--- src/rtl/rca_lsq_responder.sv ---
// rca_lsq_responder: responder end of the RCA PR-module load/store interface.
// Requests are queued in order and issued one at a time to a single-port
// data memory; load results come back on load_data/load_complete.
// Optional build macro RCA_LSQ_STATS_EN adds load/store/full-cycle counters.
module rca_lsq_responder #(
  parameter int DEPTH = 4,
  parameter int XLEN  = 32
) (
  input  logic            clk,
  input  logic            rst,          // active-low, asynchronous
  input  logic [XLEN-1:0] addr,
  input  logic [XLEN-1:0] data,
  input  logic [2:0]      fn3,
  input  logic            load,
  input  logic            store,
  input  logic            new_request,
  output logic            lsq_full,
  output logic [XLEN-1:0] load_data,
  output logic            load_complete,
  output logic            mem_req,
  output logic [XLEN-1:0] mem_addr,
  output logic            mem_we,
  output logic [3:0]      mem_be,
  output logic [XLEN-1:0] mem_wdata,
  input  logic            mem_ack,
  input  logic            mem_rvalid,
  input  logic [XLEN-1:0] mem_rdata
`ifdef RCA_LSQ_STATS_EN
  ,
  output logic [31:0]     stat_loads,
  output logic [31:0]     stat_stores,
  output logic [31:0]     stat_full_cycles
`endif
);

  localparam int AW = $clog2(DEPTH);
  localparam int CW = AW + 1;

  typedef enum logic [1:0] {S_IDLE, S_ISSUE, S_WAIT} state_t;

  state_t          r_state, w_state_nxt;
  logic [XLEN-1:0] r_q_addr [DEPTH];
  logic [XLEN-1:0] r_q_data [DEPTH];
  logic [2:0]      r_q_fn3  [DEPTH];
  logic            r_q_ld   [DEPTH];
  logic [AW-1:0]   r_wp, r_rp;
  logic [CW-1:0]   r_count, w_count_nxt;
  logic            r_full;
  logic            w_enq, w_deq, w_issue;

  logic            r_is_load;
  logic [2:0]      r_fn3;
  logic [1:0]      r_off;
  logic            r_mem_req, r_mem_we, r_lc;
  logic [3:0]      r_mem_be;
  logic [XLEN-1:0] r_mem_addr, r_mem_wdata, r_load_data;

  logic [XLEN-1:0] w_h_addr, w_h_data;
  logic [2:0]      w_h_fn3;
  logic            w_h_ld;
  logic [3:0]      w_be;
  logic [XLEN-1:0] w_wdata, w_ext;
  logic [7:0]      w_byte;
  logic [15:0]     w_half;

  // a request with load==store is neither; it is dropped here
  assign w_enq       = new_request && !r_full && (load ^ store);
  assign w_count_nxt = r_count + CW'(w_enq) - CW'(w_deq);

  assign w_h_addr = r_q_addr[r_rp];
  assign w_h_data = r_q_data[r_rp];
  assign w_h_fn3  = r_q_fn3[r_rp];
  assign w_h_ld   = r_q_ld[r_rp];

  // queue storage; contents are don't-care until written so no reset
  always_ff @(posedge clk) begin
    if (w_enq) begin
      r_q_addr[r_wp] <= addr;
      r_q_data[r_wp] <= data;
      r_q_fn3[r_wp]  <= fn3;
      r_q_ld[r_wp]   <= load;
    end
  end

  // queue pointers, occupancy and registered full flag
  always_ff @(posedge clk or negedge rst) begin
    if (!rst) begin
      r_wp    <= '0;
      r_rp    <= '0;
      r_count <= '0;
      r_full  <= 1'b0;
    end else begin
      if (w_enq) r_wp <= r_wp + 1'b1;
      if (w_deq) r_rp <= r_rp + 1'b1;
      r_count <= w_count_nxt;
      r_full  <= (w_count_nxt == CW'(DEPTH));
    end
  end

  // store lane steering for the head entry; loads read the whole word
  always_comb begin
    w_be    = 4'b1111;
    w_wdata = w_h_data;
    if (!w_h_ld) begin
      case (w_h_fn3)
        3'b000: begin
          w_be    = 4'b0001 << w_h_addr[1:0];
          w_wdata = {(XLEN/8){w_h_data[7:0]}};
        end
        3'b001: begin
          w_be    = w_h_addr[1] ? 4'b1100 : 4'b0011;
          w_wdata = {(XLEN/16){w_h_data[15:0]}};
        end
        default: ;
      endcase
    end
  end

  // FSM next state and queue dequeue/issue strobes
  always_comb begin
    w_state_nxt = r_state;
    w_issue     = 1'b0;
    w_deq       = 1'b0;
    case (r_state)
      S_IDLE: begin
        if (r_count != '0) begin
          w_issue     = 1'b1;
          w_state_nxt = S_ISSUE;
        end
      end
      S_ISSUE: begin
        if (mem_ack) begin
          if (r_is_load) begin
            w_state_nxt = S_WAIT;
          end else begin
            w_deq       = 1'b1;
            w_state_nxt = S_IDLE;
          end
        end
      end
      S_WAIT: begin
        if (mem_rvalid) begin
          w_deq       = 1'b1;
          w_state_nxt = S_IDLE;
        end
      end
      default: w_state_nxt = S_IDLE;
    endcase
  end

  // FSM state register
  always_ff @(posedge clk or negedge rst) begin
    if (!rst) r_state <= S_IDLE;
    else      r_state <= w_state_nxt;
  end

  // issue registers: latched from the head when leaving IDLE, stable through ISSUE
  always_ff @(posedge clk or negedge rst) begin
    if (!rst) begin
      r_mem_req   <= 1'b0;
      r_mem_addr  <= '0;
      r_mem_we    <= 1'b0;
      r_mem_be    <= 4'b0000;
      r_mem_wdata <= '0;
      r_is_load   <= 1'b0;
      r_fn3       <= 3'b000;
      r_off       <= 2'b00;
    end else begin
      r_mem_req <= (w_state_nxt == S_ISSUE);
      if (w_issue) begin
        r_mem_addr  <= {w_h_addr[XLEN-1:2], 2'b00};
        r_mem_we    <= !w_h_ld;
        r_mem_be    <= w_be;
        r_mem_wdata <= w_wdata;
        r_is_load   <= w_h_ld;
        r_fn3       <= w_h_fn3;
        r_off       <= w_h_addr[1:0];
      end
    end
  end

  // load lane select and width/sign extension
  always_comb begin
    w_byte = mem_rdata[{r_off, 3'b000} +: 8];
    w_half = r_off[1] ? mem_rdata[31:16] : mem_rdata[15:0];
    case (r_fn3)
      3'b000:  w_ext = {{(XLEN-8){w_byte[7]}}, w_byte};
      3'b001:  w_ext = {{(XLEN-16){w_half[15]}}, w_half};
      3'b100:  w_ext = {{(XLEN-8){1'b0}}, w_byte};
      3'b101:  w_ext = {{(XLEN-16){1'b0}}, w_half};
      default: w_ext = mem_rdata;
    endcase
  end

  // load result capture; load_data holds between completions
  always_ff @(posedge clk or negedge rst) begin
    if (!rst) begin
      r_load_data <= '0;
      r_lc        <= 1'b0;
    end else begin
      r_lc <= 1'b0;
      if (r_state == S_WAIT && mem_rvalid) begin
        r_load_data <= w_ext;
        r_lc        <= 1'b1;
      end
    end
  end

  assign lsq_full      = r_full;
  assign load_data     = r_load_data;
  assign load_complete = r_lc;
  assign mem_req       = r_mem_req;
  assign mem_addr      = r_mem_addr;
  assign mem_we        = r_mem_we;
  assign mem_be        = r_mem_be;
  assign mem_wdata     = r_mem_wdata;

`ifdef RCA_LSQ_STATS_EN
  logic [31:0] r_st_ld, r_st_st, r_st_full;

  // free-running wrapping activity counters
  always_ff @(posedge clk or negedge rst) begin
    if (!rst) begin
      r_st_ld   <= '0;
      r_st_st   <= '0;
      r_st_full <= '0;
    end else begin
      if (r_lc) r_st_ld <= r_st_ld + 32'd1;
      if (r_state == S_ISSUE && mem_ack && !r_is_load) r_st_st <= r_st_st + 32'd1;
      if (r_full) r_st_full <= r_st_full + 32'd1;
    end
  end

  assign stat_loads       = r_st_ld;
  assign stat_stores      = r_st_st;
  assign stat_full_cycles = r_st_full;
`endif

endmodule
--- config.mk ---
export PLATFORM = sky130hd
export DESIGN_NAME = rca_lsq_responder
export DESIGN_NICKNAME = d
export VERILOG_FILES = /design/src/rtl/rca_lsq_responder.sv
export SDC_FILE = /design/constraint.sdc
export NUM_CORES = 1
export LEC_CHECK = 0
export ABC_AREA = 1
export BUFFER_PORTS_ARGS = -buffer_cell sky130_fd_sc_hd__buf_2
export CORE_MARGIN = 8
export CORE_UTILIZATION = 52
export DETAILED_ROUTE_END_ITERATION = 10
export PLACE_DENSITY = 0.81
export SLEW_MARGIN = 10
export SYNTH_ARGS = -nofsm -noshare
export SYNTH_HDL_FRONTEND = slang
export SYNTH_SLANG_ARGS = --single-unit
--- constraint.sdc ---
create_clock -name clk -period 3.85 [get_ports clk]
set_input_delay 0.1925 -clock clk [delete_from_list [all_inputs] [get_ports clk]]
set_output_delay 0.1925 -clock clk [all_outputs]
set_load 0.02 [all_outputs]
==> key figures, run 1 <==
Status
  • Status: complete, no violations

Layout
  • Fillers: 2255
  • Register Area: 11100 sq um
  • Share of cells above drive strength 1: 17.49%
  • Multi-input gate area: 4123 sq um
  • Final Cell Area: 19680 sq um
  • Synthesis-to-layout area growth: 22.66%
  • Layout Nets: 1864
  • Core Util, Final: 64.52%

Placed design
  • Placed inst area: 17470 sq um
  • Routability cong.: 0.9090
  • Setup Slack @ Placement: 0.9809 ns
  • Number of port buffers: 207
  • Detail Placement HPWL: 26.69 mm

Global route
  • Via count of the first global-routing pass: 11980
  • Largest net degree at the start of global routing: 85
  • Grt ovf: 0
  • GR Util met3: 4.993%
  • GR met2 Demand/Resource: 38.23%
  • Antenna violations before repair: 1
  • Met1 GRT Util: 27.87%
  • First-pass GRT wire length: 65.13 mm
  • GRT Overall Usage: 22.70%
  • Busiest grt layer: met2

STA
  • FMAX: 338.4 MHz
  • Slew HR: 24.85%
  • Post-route worst setup slack: 0.8948 ns
  • Fin crit share: 76.76%
  • Final hold viol count: 0
  • Slew Limit Fails: 0
  • RSZ-0062 raised after global routing: false
  • Final setup fails: 0
  • Min Tclk post-route: 2.955 ns
  • Worst Tran Pin Value: 1.122 ns
  • Clock Skews: 0.03088 ns
  • Min Hold Slack: 0.03208 ns

Synthesis
  • Yosys warning count: 0
  • Synth async-reset ratio: 30.08%
  • Post-Syn Area: 16050 sq um
  • EDFF count, synth: 272
  • Post-Synth XOR/XNOR Area: 0.2183%
  • Syn Area/Cell: 10.90 sq um
  • Mux cell area share after synthesis: 0%
  • Synth cell types: 31
  • Compound-Gate Fraction of Synth Area: 9.707%
  • Cells after synthesis: 1472
  • Synth Area in Adders: 0.9824%
  • Post-Synth Simple-Gate Area: 14.50%
  • #FFs+latches synth: 389
  • Largest family of logic cells by synthesized area: simple AND/OR/NAND/NOR gates
  • Sequential share of the synthesized area: 69.14%
  • Top FF cell, synth: edfxtp_1

Clock tree
  • Inserted Clock Buffers: 40
  • Clock Latency Late Sink: 0.56 ns
  • Clock sink count: 389
  • Clock Pin Slew Worst Setup and Hold Paths: 0.06 ns
  • H-tree lvl count: 2
  • Resize count post-CTS: 0
  • CTS Root Buffer Type: clkbuf_16
  • CTS max path bufs: 3
  • Setup Fix Bufs, Post-CTS: 0
  • CTS tree: built

Worst setup path
  • Critical path startpoint category: flop
  • Critical path peak fanout: 33
  • CP Data Required Time: 4.27 ns
  • R2r setup slk: 0.89 ns
  • Cells on worst reg2reg path: 9
  • Reg2reg start: r_rp[0]$_DFFE_PN0P_
  • Slowest CP cell: dfrtp_4
  • Critical Path AT: 3.38 ns
  • Worst path cell trace: clkinv_2 -> nand2_1 -> nand3_1 -> nand2_1 -> buf_4 -> nand3_1 -> buf_4 -> nor2_2 -> a21oi_1
  • Crit. End Element: flop
  • Reg-to-Reg End: mem_be[0]$_DFFE_PN0P_
  • Slowest stage delay, CP: 0.66 ns
  • Critical path type: flop to flop

Floorplanning
  • Die W: 191.7 microns
  • Initial Util: 52.60%
  • IO Count: 210
  • Die height: 191.7 microns
  • Rows: 64
  • DIE AREA: 36740 sq um
  • Core footprint: 30510 sq um

Hold path
  • Hold Crit Depth: 4
  • Hold Crit Class: input port to flop
  • HP Start: mem_rvalid
  • Hold Path End: r_state[1]$_DFF_PN0_

Drt
  • First-pass iteration count of the detailed router: 6
  • DRC Markers: 0
  • DR iter-0 viols: 1391
  • Final ANT Viol Nets: 0
  • Routed WL: 42.46 mm
  • Vias per inst: 5.526
  • Routed len/inst: 19.51 microns
  • Via Count: 12020

Power
  • Pwr dens: 822.3 nW/um^2
  • Power Total: 16190 uW
  • Maximum vdd ir drop: 0.6449 mV
  • P_leak: 0.008156 uW

Run
  • Max-Cap Viols: 0
-- worst max path at each step --
stage / endpoint / depth (start not counted) / start / slack (ns)
floorplan: r_q_addr[0][0]$_DFFE_PP_ / 3 / lsq_full$_DFF_PN0_ / -0.36
global placement: lsq_full$_DFF_PN0_ / 11 / load / 1.08
detailed placement: mem_be[0]$_DFFE_PN0P_ / 9 / r_rp[0]$_DFFE_PN0P_ / 0.98
CTS: mem_be[0]$_DFFE_PN0P_ / 9 / r_rp[0]$_DFFE_PN0P_ / 0.95
global route: mem_be[2]$_DFFE_PN0P_ / 9 / r_rp[0]$_DFFE_PN0P_ / 0.68
finish: mem_be[0]$_DFFE_PN0P_ / 9 / r_rp[0]$_DFFE_PN0P_ / 0.89
-- cell families after synthesis --
family,after synthesis
AOI/OAI and AO/OA,287
xor gates and xnor gates,4
adders and majority gates,12
buffers and inverters,196
DFF,389
other,1
and+or+nand+nor,583
-- through the flow --
stage	instances	setup TNS, ns
final	2176	0
after global routing	2175	0
after CTS	2174	0
after detailed placement	2016	0
after global placement	2016	0
after floorplan	1473	-97.06
-- power breakdown --
part	internal [uW]	switching (uW)
Sequential	5470	559
Clock	2350	1640
Combinational	1850	4320
Total	9670	6520
-- cell type report --
cell class / count / area share (%)
sequential: 389 / 56.39
clock buffer: 55 / 5.734
tap: 396 / 2.517
multi-input combinational: 888 / 20.94
clock inverter: 19 / 1.240
antenna: 2 / 0.02543
inverter: 111 / 2.136
timing repair buffer: 316 / 11.01
-- routing by layer --
metal  vias to the layer above  wire length, microns
li1                       5582                     -
met1                      5726                 16240
met2                       609                 20360
met3                       107                  4204
met4                         0                  1652
met5                         -                     0
-- critical path: cells and delay by family (launching register included) --
family / cells / cell delay, ns
AOI/OAI and AO/OA: 1 / 0.11
buffers and inverters: 3 / 1.02
DFF: 1 / 0.66
and+or+nand+nor: 5 / 1.01
-- registers in the layout, indices dropped and copies added, names as in the netlist, 2 cells and up --
signal,cells
r_q_fn3,12
r_wp,2
r_fn3,3
mem_wdata,32
mem_addr,30
mem_be,4
load_data,32
r_q_addr,128
r_q_ld,4
r_q_data,128
r_count,3
r_rp,2
r_state,2
r_off,2
-- placed cells by master, fill, tap and decap left out, types with 16 or more instances in the layout --
| master | count |
|---|---|
| o211ai_1 | 20 |
| edfxtp_1 | 272 |
| o21ai_0 | 151 |
| buf_4 | 18 |
| nand2_1 | 253 |
| a31oi_1 | 31 |
| dlygate4sd3_1 | 84 |
| nor2_1 | 240 |
| inv_1 | 106 |
| buf_2 | 206 |
| clkbuf_16 | 41 |
| nand4_1 | 16 |
| nand3_1 | 64 |
| dfrtp_1 | 115 |
| a21oi_1 | 68 |
-- Yosys cell counts, types with 3 or more instances --
master / number / area [sq um]
inv_1: 107 / 401.6
buf_2: 22 / 110.1
a21oi_1: 68 / 340.3
buf_4: 18 / 135.1
dfrtp_1: 117 / 2928
ha_1: 11 / 137.6
nand3_1: 64 / 320.3
o211ai_1: 20 / 150.1
nand2_1: 253 / 949.7
a31oi_1: 31 / 193.9
nand4_1: 16 / 100.1
clkbuf_1: 39 / 146.4
o21ai_0: 151 / 755.7
a22oi_1: 6 / 45.04
o22ai_1: 9 / 56.30
nor2_1: 245 / 919.6
inv_2: 3 / 11.26
edfxtp_1: 272 / 8168
buf_6: 5 / 56.30
-- repair_timing --
action / CTS / global route
hold buffers: 84 / 0
endpoints found under the setup margin: 0 / 0
hold endpoints to repair: 355 / 0
Note: power is estimated with default switching activity, not from simulation.
==> run 2: changes to the inputs <==
--- a/config.mk
+++ b/config.mk
@@ -5,7 +5,7 @@
 export SDC_FILE = /design/constraint.sdc
 export NUM_CORES = 1
 export LEC_CHECK = 0
-export ABC_AREA = 1
+export ABC_AREA = 0
 export BUFFER_PORTS_ARGS = -buffer_cell sky130_fd_sc_hd__buf_2
 export CORE_MARGIN = 8
 export CORE_UTILIZATION = 52
==> constraint.sdc (replaced) <==
create_clock -name clk -period 2.65 [get_ports clk]
set_input_delay 0.1325 -clock clk [delete_from_list [all_inputs] [get_ports clk]]
set_output_delay 0.1325 -clock clk [all_outputs]
set_load 0.02 [all_outputs]
==> run 2 against run 1 <==
Effect of this change: power rose by 36%; clock power rose by 38%; hold slack got worse by 0.0075 ns; synthesized cell count fell by 36%; cell area fell by 2.5%; critical path depth rose by 3; global-route usage fell by 2.5 points; non-clock buffer count rose by 12; clock skew fell by 0.018 ns; first-iteration DRC count fell by 50%; cell count fell by 23%; via count fell by 22%; largest cell class unchanged.
==> key figures, run 2 <==
STA
  • Fin crit share: 96.31%
  • Final setup fails: 0
  • Clock Skews: 0.01315 ns
  • Min Tclk post-route: 2.552 ns
  • Min Hold Slack: 0.02453 ns
  • Slew HR: 53.36%
  • Final hold viol count: 0
  • FMAX: 391.8 MHz
  • Worst Tran Pin Value: 0.6996 ns
  • Slew Limit Fails: 0

Status
  • Status: complete, no violations

Power
  • Maximum vdd ir drop: 0.7529 mV
  • P_leak: 0.007562 uW
  • Pwr dens: 1148 nW/um^2

Worst setup path
  • Slowest stage delay, CP: 0.43 ns
  • R2r setup slk: 0.1 ns
  • Cells on worst reg2reg path: 12
  • Reg-to-Reg End: lsq_full$_DFF_PN0_
  • Most used cell, CP: ha_1
  • Crit. End Element: flop
  • Critical path peak fanout: 4
  • Critical path startpoint category: flop
  • Reg2reg start: r_state[1]$_DFF_PN0_
  • CP Data Required Time: 3.08 ns
  • Critical path type: flop to flop
  • Critical Path AT: 2.98 ns
  • Worst path cell trace: inv_2 -> ha_1 -> nand3b_1 -> a21boi_1 -> ha_1 -> inv_1 -> ha_1 -> inv_1 -> fa_1 -> xnor2_2 -> xnor2_1 -> nor3b_2
  • Slowest CP cell: fa_1

Layout
  • Final Cell Area: 19200 sq um
  • Commonest non-fill, non-tap cells in the layout: edfxtp_1 (272), buf_2 (206), nand2_1 (178)
  • Largest regs: r_q_addr (128), r_q_data (128)
  • Layout Nets: 1382
  • Share of cells above drive strength 1: 30.12%
  • Synthesis-to-layout area growth: 25.77%
  • Commonest non-fill, non-tap cell in the layout: edfxtp_1
  • Fillers: 1953

Synthesis
  • Synth cell types: 43
  • #FFs+latches synth: 389
  • Sequential share of the synthesized area: 72.70%
  • Top FF cell, synth: edfxtp_1
  • Post-Syn Area: 15260 sq um
  • Synth async-reset ratio: 30.08%
  • Top-area cell type share of the netlist area: 53.52%
  • Cell taking the most area after synthesis: edfxtp_1
  • Most common cell in the netlist: edfxtp_1
  • EDFF count, synth: 272
  • Yosys warning count: 0
  • Synth cell count leaders: edfxtp_1 (272), nand2_1 (178), dfrtp_1 (117)
  • Largest cells by area after synthesis: edfxtp_1 (54%), dfrtp_1 (19%), mux4_2 (10%), nand2_1 (4.4%), a21oi_1 (1.3%)
  • Syn Area/Cell: 16.18 sq um
  • Cells after synthesis: 943

Hold path
  • Hold Crit Depth: 4
  • HP Start: mem_rdata[8]
  • Hold Path End: load_data[8]$_DFFE_PN0P_
  • Hold Crit Class: input port to flop

Drt
  • Routed len/inst: 21.36 microns
  • First-pass iteration count of the detailed router: 5
  • Via Count: 9334
  • Vias per inst: 5.549
  • DRC Markers: 0
  • Routed WL: 35.93 mm
  • Final ANT Viol Nets: 0
  • DR iter-0 viols: 699

Clock tree
  • Clock sink count: 389
  • CTS tree: built
  • CTS max path bufs: 3
  • CTS Root Buffer Type: clkbuf_16
  • Clock Pin Slew Worst Setup and Hold Paths: 0.06 ns
  • Setup Fix Bufs, Post-CTS: 0
  • H-tree lvl count: 2
  • Inserted Clock Buffers: 40
  • Clock Latency Late Sink: 0.52 ns

Global route
  • Via count of the first global-routing pass: 9989
  • First-pass GRT wire length: 55.86 mm
  • Antenna violations before repair: 2
  • Largest net degree at the start of global routing: 65
  • Grt ovf: 0
  • GRT Overall Usage: 20.15%

Floorplanning
  • DIE AREA: 35090 sq um
  • IO Count: 210
  • Die height: 187.3 microns
  • Die W: 187.3 microns
  • Initial Util: 53.03%
  • Rows: 62
  • Core footprint: 28780 sq um

Placed design
  • Number of port buffers: 207
  • Routability cong.: 0.9042
  • Detail Placement HPWL: 22.08 mm
  • Placed inst area: 16960 sq um

Run
  • Max-Cap Viols: 0
## run 2: cell count changes after synthesis, moves of 20 or more
cell | previous run | this run
a21oi_1 | 68 | 40
a31oi_1 | 31 | 2
inv_1 | 107 | 22
mux4_2 | 0 | 69
nand2_1 | 253 | 178
nand3_1 | 64 | 8
nor2_1 | 245 | 30
o211ai_1 | 20 | 0
o21ai_0 | 151 | 18
## run 2: routing by layer
metal	GRT usage (%)	vias up	wire, microns
li1	-	4156	-
met3	4.847	65	2752
met1	24.50	4707	13870
met5	0	-	0
met2	34.71	406	18400
met4	7.147	0	907
## run 2: layout make-up
type	count	area (sq um)	share of cell area [%]
Timing Repair Buffer	328	2333	12.16
Inverter	22	82.58	0.4302
Clock inverter	16	161.4	0.8408
Clock buffer	57	1127	5.873
Sequential cell	389	11100	57.84
Multi-Input combinational cell	483	3900	20.32
Antenna cell	3	7.507	0.03911
Tap cell	384	480.5	2.503
## run 2: timing repair
action / 4_1_cts / 5_1_grt
hold buffers: 93 / 0
gates resized for setup: 0 / 4
hold endpoints to repair: 358 / 0
endpoints found under the setup margin: 0 / 1
## run 2: cells by family after synthesis
kind of cell               count (synthesis)  share of synthesized area [%]
adders and majority gates                 12                          1.033
xor gates and xnor gates                   6                         0.3443
muxes                                     95                          11.95
AOI/OAI and AO/OA                        111                          4.575
other                                      1                        0.02457
and+or+nand+nor                          257                          7.321
buffers and inverters                     72                          2.050
DFF                                      389                          72.70
## run 2: critical path, delay by kind of cell, from the launching register on
family	cells	cell delay [ns]
flops	1	0.42
simple gates	2	0.28
xor+xnor	2	0.35
fa+ha+maj	4	1.00
buf+inv	3	0.21
compound gates	1	0.21
## run 2: through the flow
stage                     cells  total power [uW]  setup TNS, ns  util [%]  setup slack, ns
final                      1682             22030              0     66.70          0.09782
after global routing       1681             23200       -0.01396     66.69         -0.01396
after CTS                  1679             22170              0     66.63          0.01460
after detailed placement   1513             16540              0     58.92          0.03418
after global placement     1513             16300              0     58.92           0.1538
after floorplan             944             13860              0         -           0.1294
## run 2: how the worst max path moves through the flow
stage	startpoint	end	slack, ns	cells past startpoint
after detailed placement	r_state[1]$_DFF_PN0_	lsq_full$_DFF_PN0_	0.03	12
after CTS	r_state[1]$_DFF_PN0_	lsq_full$_DFF_PN0_	0.01	12
after global routing	r_state[0]$_DFF_PN0_	lsq_full$_DFF_PN0_	-0.01	11
after global placement	r_state[1]$_DFF_PN0_	lsq_full$_DFF_PN0_	0.15	12
final	r_state[1]$_DFF_PN0_	lsq_full$_DFF_PN0_	0.1	12
after floorplan	lsq_full$_DFF_PN0_	lsq_full$_DFF_PN0_	0.13	10
## run 2: where the power goes
part / internal (uW) / switching [uW] / leakage, uW
Clock: 3270 / 2220 / 0.000631
Sequential: 7900 / 816 / 0.00388
Combinational: 3150 / 4680 / 0.00305
==> run 3: changes to the inputs <==
--- a/config.mk
+++ b/config.mk
@@ -11,6 +11,7 @@
 export CORE_UTILIZATION = 52
 export DETAILED_ROUTE_END_ITERATION = 10
 export PLACE_DENSITY = 0.81
+export SETUP_SLACK_MARGIN = 0.2
 export SLEW_MARGIN = 10
 export SYNTH_ARGS = -nofsm -noshare
 export SYNTH_HDL_FRONTEND = slang
==> run 3 against run 2 <==
Effect of this change: cell count grew 0.71%; register-to-register slack gained 0.14 ns; clock power grew 6.9%; clock skew grew 0.00051 ns; routed wire length grew 3.8%; critical path depth shrank 1; power grew 2.6%; sequential share of layout area shrank 0.82 points; non-clock buffer count grew 13; critical path type unchanged; largest cell class unchanged.
==> key figures, run 3 (synthesis gave the netlist of run 2 again) <==
STA
  • Slew HR: 41.67%
  • RSZ-0062 raised after global routing: true
  • FMAX: 415.0 MHz
  • Clock Skews: 0.01367 ns
  • Min Tclk post-route: 2.409 ns
  • Fin crit share: 90.92%
  • Slew Limit Fails: 0
  • Final setup fails: 0
  • Worst Tran Pin Value: 0.8749 ns
  • Final hold viol count: 0
  • Setup TNS: 0 ns

Clock tree
  • Clock Latency Late Sink: 0.52 ns
  • CTS max path bufs: 3
  • CTS Root Buffer Type: clkbuf_16
  • Clock sink count: 389
  • Clock Pin Slew Worst Setup and Hold Paths: 0.06 ns
  • H-tree lvl count: 2
  • CTS tree: built
  • Inserted Clock Buffers: 40

Drt
  • Final ANT Viol Nets: 0
  • First-pass iteration count of the detailed router: 5
  • Via Count: 9446
  • Routed WL: 37.29 mm
  • DRC Markers: 0
  • DR iter-0 viols: 738
  • Vias per inst: 5.576
  • Routed len/inst: 22.01 microns

Power
  • Pwr dens: 1160 nW/um^2
  • Maximum vdd ir drop: 0.6983 mV
  • Power Total: 22590 uW
  • P_leak: 0.007690 uW

Floorplanning
  • Die height: 187.3 microns
  • Core footprint: 28780 sq um
  • Rows: 62
  • Initial Util: 53.03%
  • Die W: 187.3 microns
  • IO Count: 210
  • DIE AREA: 35090 sq um

Global route
  • First-pass GRT wire length: 57.79 mm
  • Grt ovf: 0
  • Via count of the first global-routing pass: 10100
  • GRT Overall Usage: 20.95%
  • Largest net degree at the start of global routing: 86
  • Antenna violations before repair: 4

Layout
  • Final Cell Area: 19470 sq um
  • Share of cells above drive strength 1: 32.03%
  • Largest regs: r_q_addr (128), r_q_data (128)
  • Commonest non-fill, non-tap cell in the layout: edfxtp_1
  • Layout Nets: 1395
  • Synthesis-to-layout area growth: 27.60%
  • Commonest non-fill, non-tap cells in the layout: edfxtp_1 (272), buf_2 (206), nand2_1 (177)

Hold path
  • Hold Crit Class: input port to flop

Placed design
  • Detail Placement HPWL: 22.82 mm
  • Number of port buffers: 207
  • Routability cong.: 0.9022
  • Placed inst area: 17020 sq um

Worst setup path
  • Critical path startpoint category: flop
  • Critical Path AT: 2.84 ns
  • R2r setup slk: 0.24 ns
  • Critical path type: flop to flop
  • Crit. End Element: flop
  • Critical path peak fanout: 4
  • CP Data Required Time: 3.08 ns

Run
  • Max-Cap Viols: 0

Status
  • Status: complete, no violations
## run 3: where the power goes
part	switching [uW]	internal [uW]
sequential	836	7900
combinational	4750	3240
clock	2270	3600
total	7860	14700
## run 3: what timing repair did
item / CTS / global route
buffers inserted: 1 / 2
endpoints found under the hold margin: 381 / 0
pin swaps: 2 / 6
endpoints found under the setup margin: 1 / 1
gates resized for setup: 4 / 12
hold buffers: 95 / 0
## run 3: path summary, 6_finish.rpt
kind / from / end / depth (start not counted)
worst max-delay path: r_state[0]$_DFF_PN0_ / lsq_full$_DFF_PN0_ / 11
worst min-delay path: mem_rdata[8] / load_data[8]$_DFFE_PN0P_ / 4
worst max register to register: r_state[0]$_DFF_PN0_ / lsq_full$_DFF_PN0_ / 11
worst min register to register: mem_addr[24]$_DFFE_PN0P_ / mem_addr[24]$_DFFE_PN0P_ / 2
max in group asynchronous: rst / mem_addr[17]$_DFFE_PN0P_ / 3
min in group asynchronous: rst / r_count[1]$_DFF_PN0_ / 2
## run 3: through the flow
| step | utilization [%] | setup WS [ns] | cells | hold WS, ns |
|---|---|---|---|---|
| finish | 67.67 | 0.2405 | 1694 | 0.03491 |
| global route | 67.67 | 0.1244 | 1694 | 0.03565 |
| CTS | 67.40 | 0.2153 | 1690 | 0.01343 |
| detailed placement | 59.14 | 0.1454 | 1521 | 0.2816 |
| global placement | 59.14 | 0.2472 | 1521 | 0.2690 |
| floorplan | - | 0.2497 | 944 | -0.1631 |
## run 3: metal layers
| metal | global-route usage (%) | vias up | share of wire [%] |
|---|---|---|---|
| met5 | 0 | - | 0.059 |
| li1 | - | 4194 | - |
| met1 | 25.62 | 4770 | 39 |
| met2 | 36.91 | 406 | 51 |
| met4 | 5.742 | 4 | 2.5 |
| met3 | 4.773 | 72 | 6.9 |
## run 3: cell type report
| class | instances | area [sq um] |
|---|---|---|
| diodes | 2 | 5.005 |
| clock buffers | 59 | 1225 |
| clock inverters | 14 | 185.2 |
| fillers | 1905 | 9305 |
| inverters | 22 | 85.08 |
| multi-input cells | 483 | 3954 |
| flip-flops and latches | 389 | 11100 |
| well taps | 384 | 480.5 |
| repair buffers | 341 | 2436 |
## run 3: critical path, stage by stage, from the launching register on
cell and delay [ns]:
dfrtp_2 0.46, inv_4 0.11, ha_4 0.20, a21boi_2 0.16, ha_1 0.29, inv_1 0.06
ha_2 0.16, inv_2 0.03, fa_2 0.34, xnor2_2 0.14, xnor2_1 0.17, nor3b_2 0.20
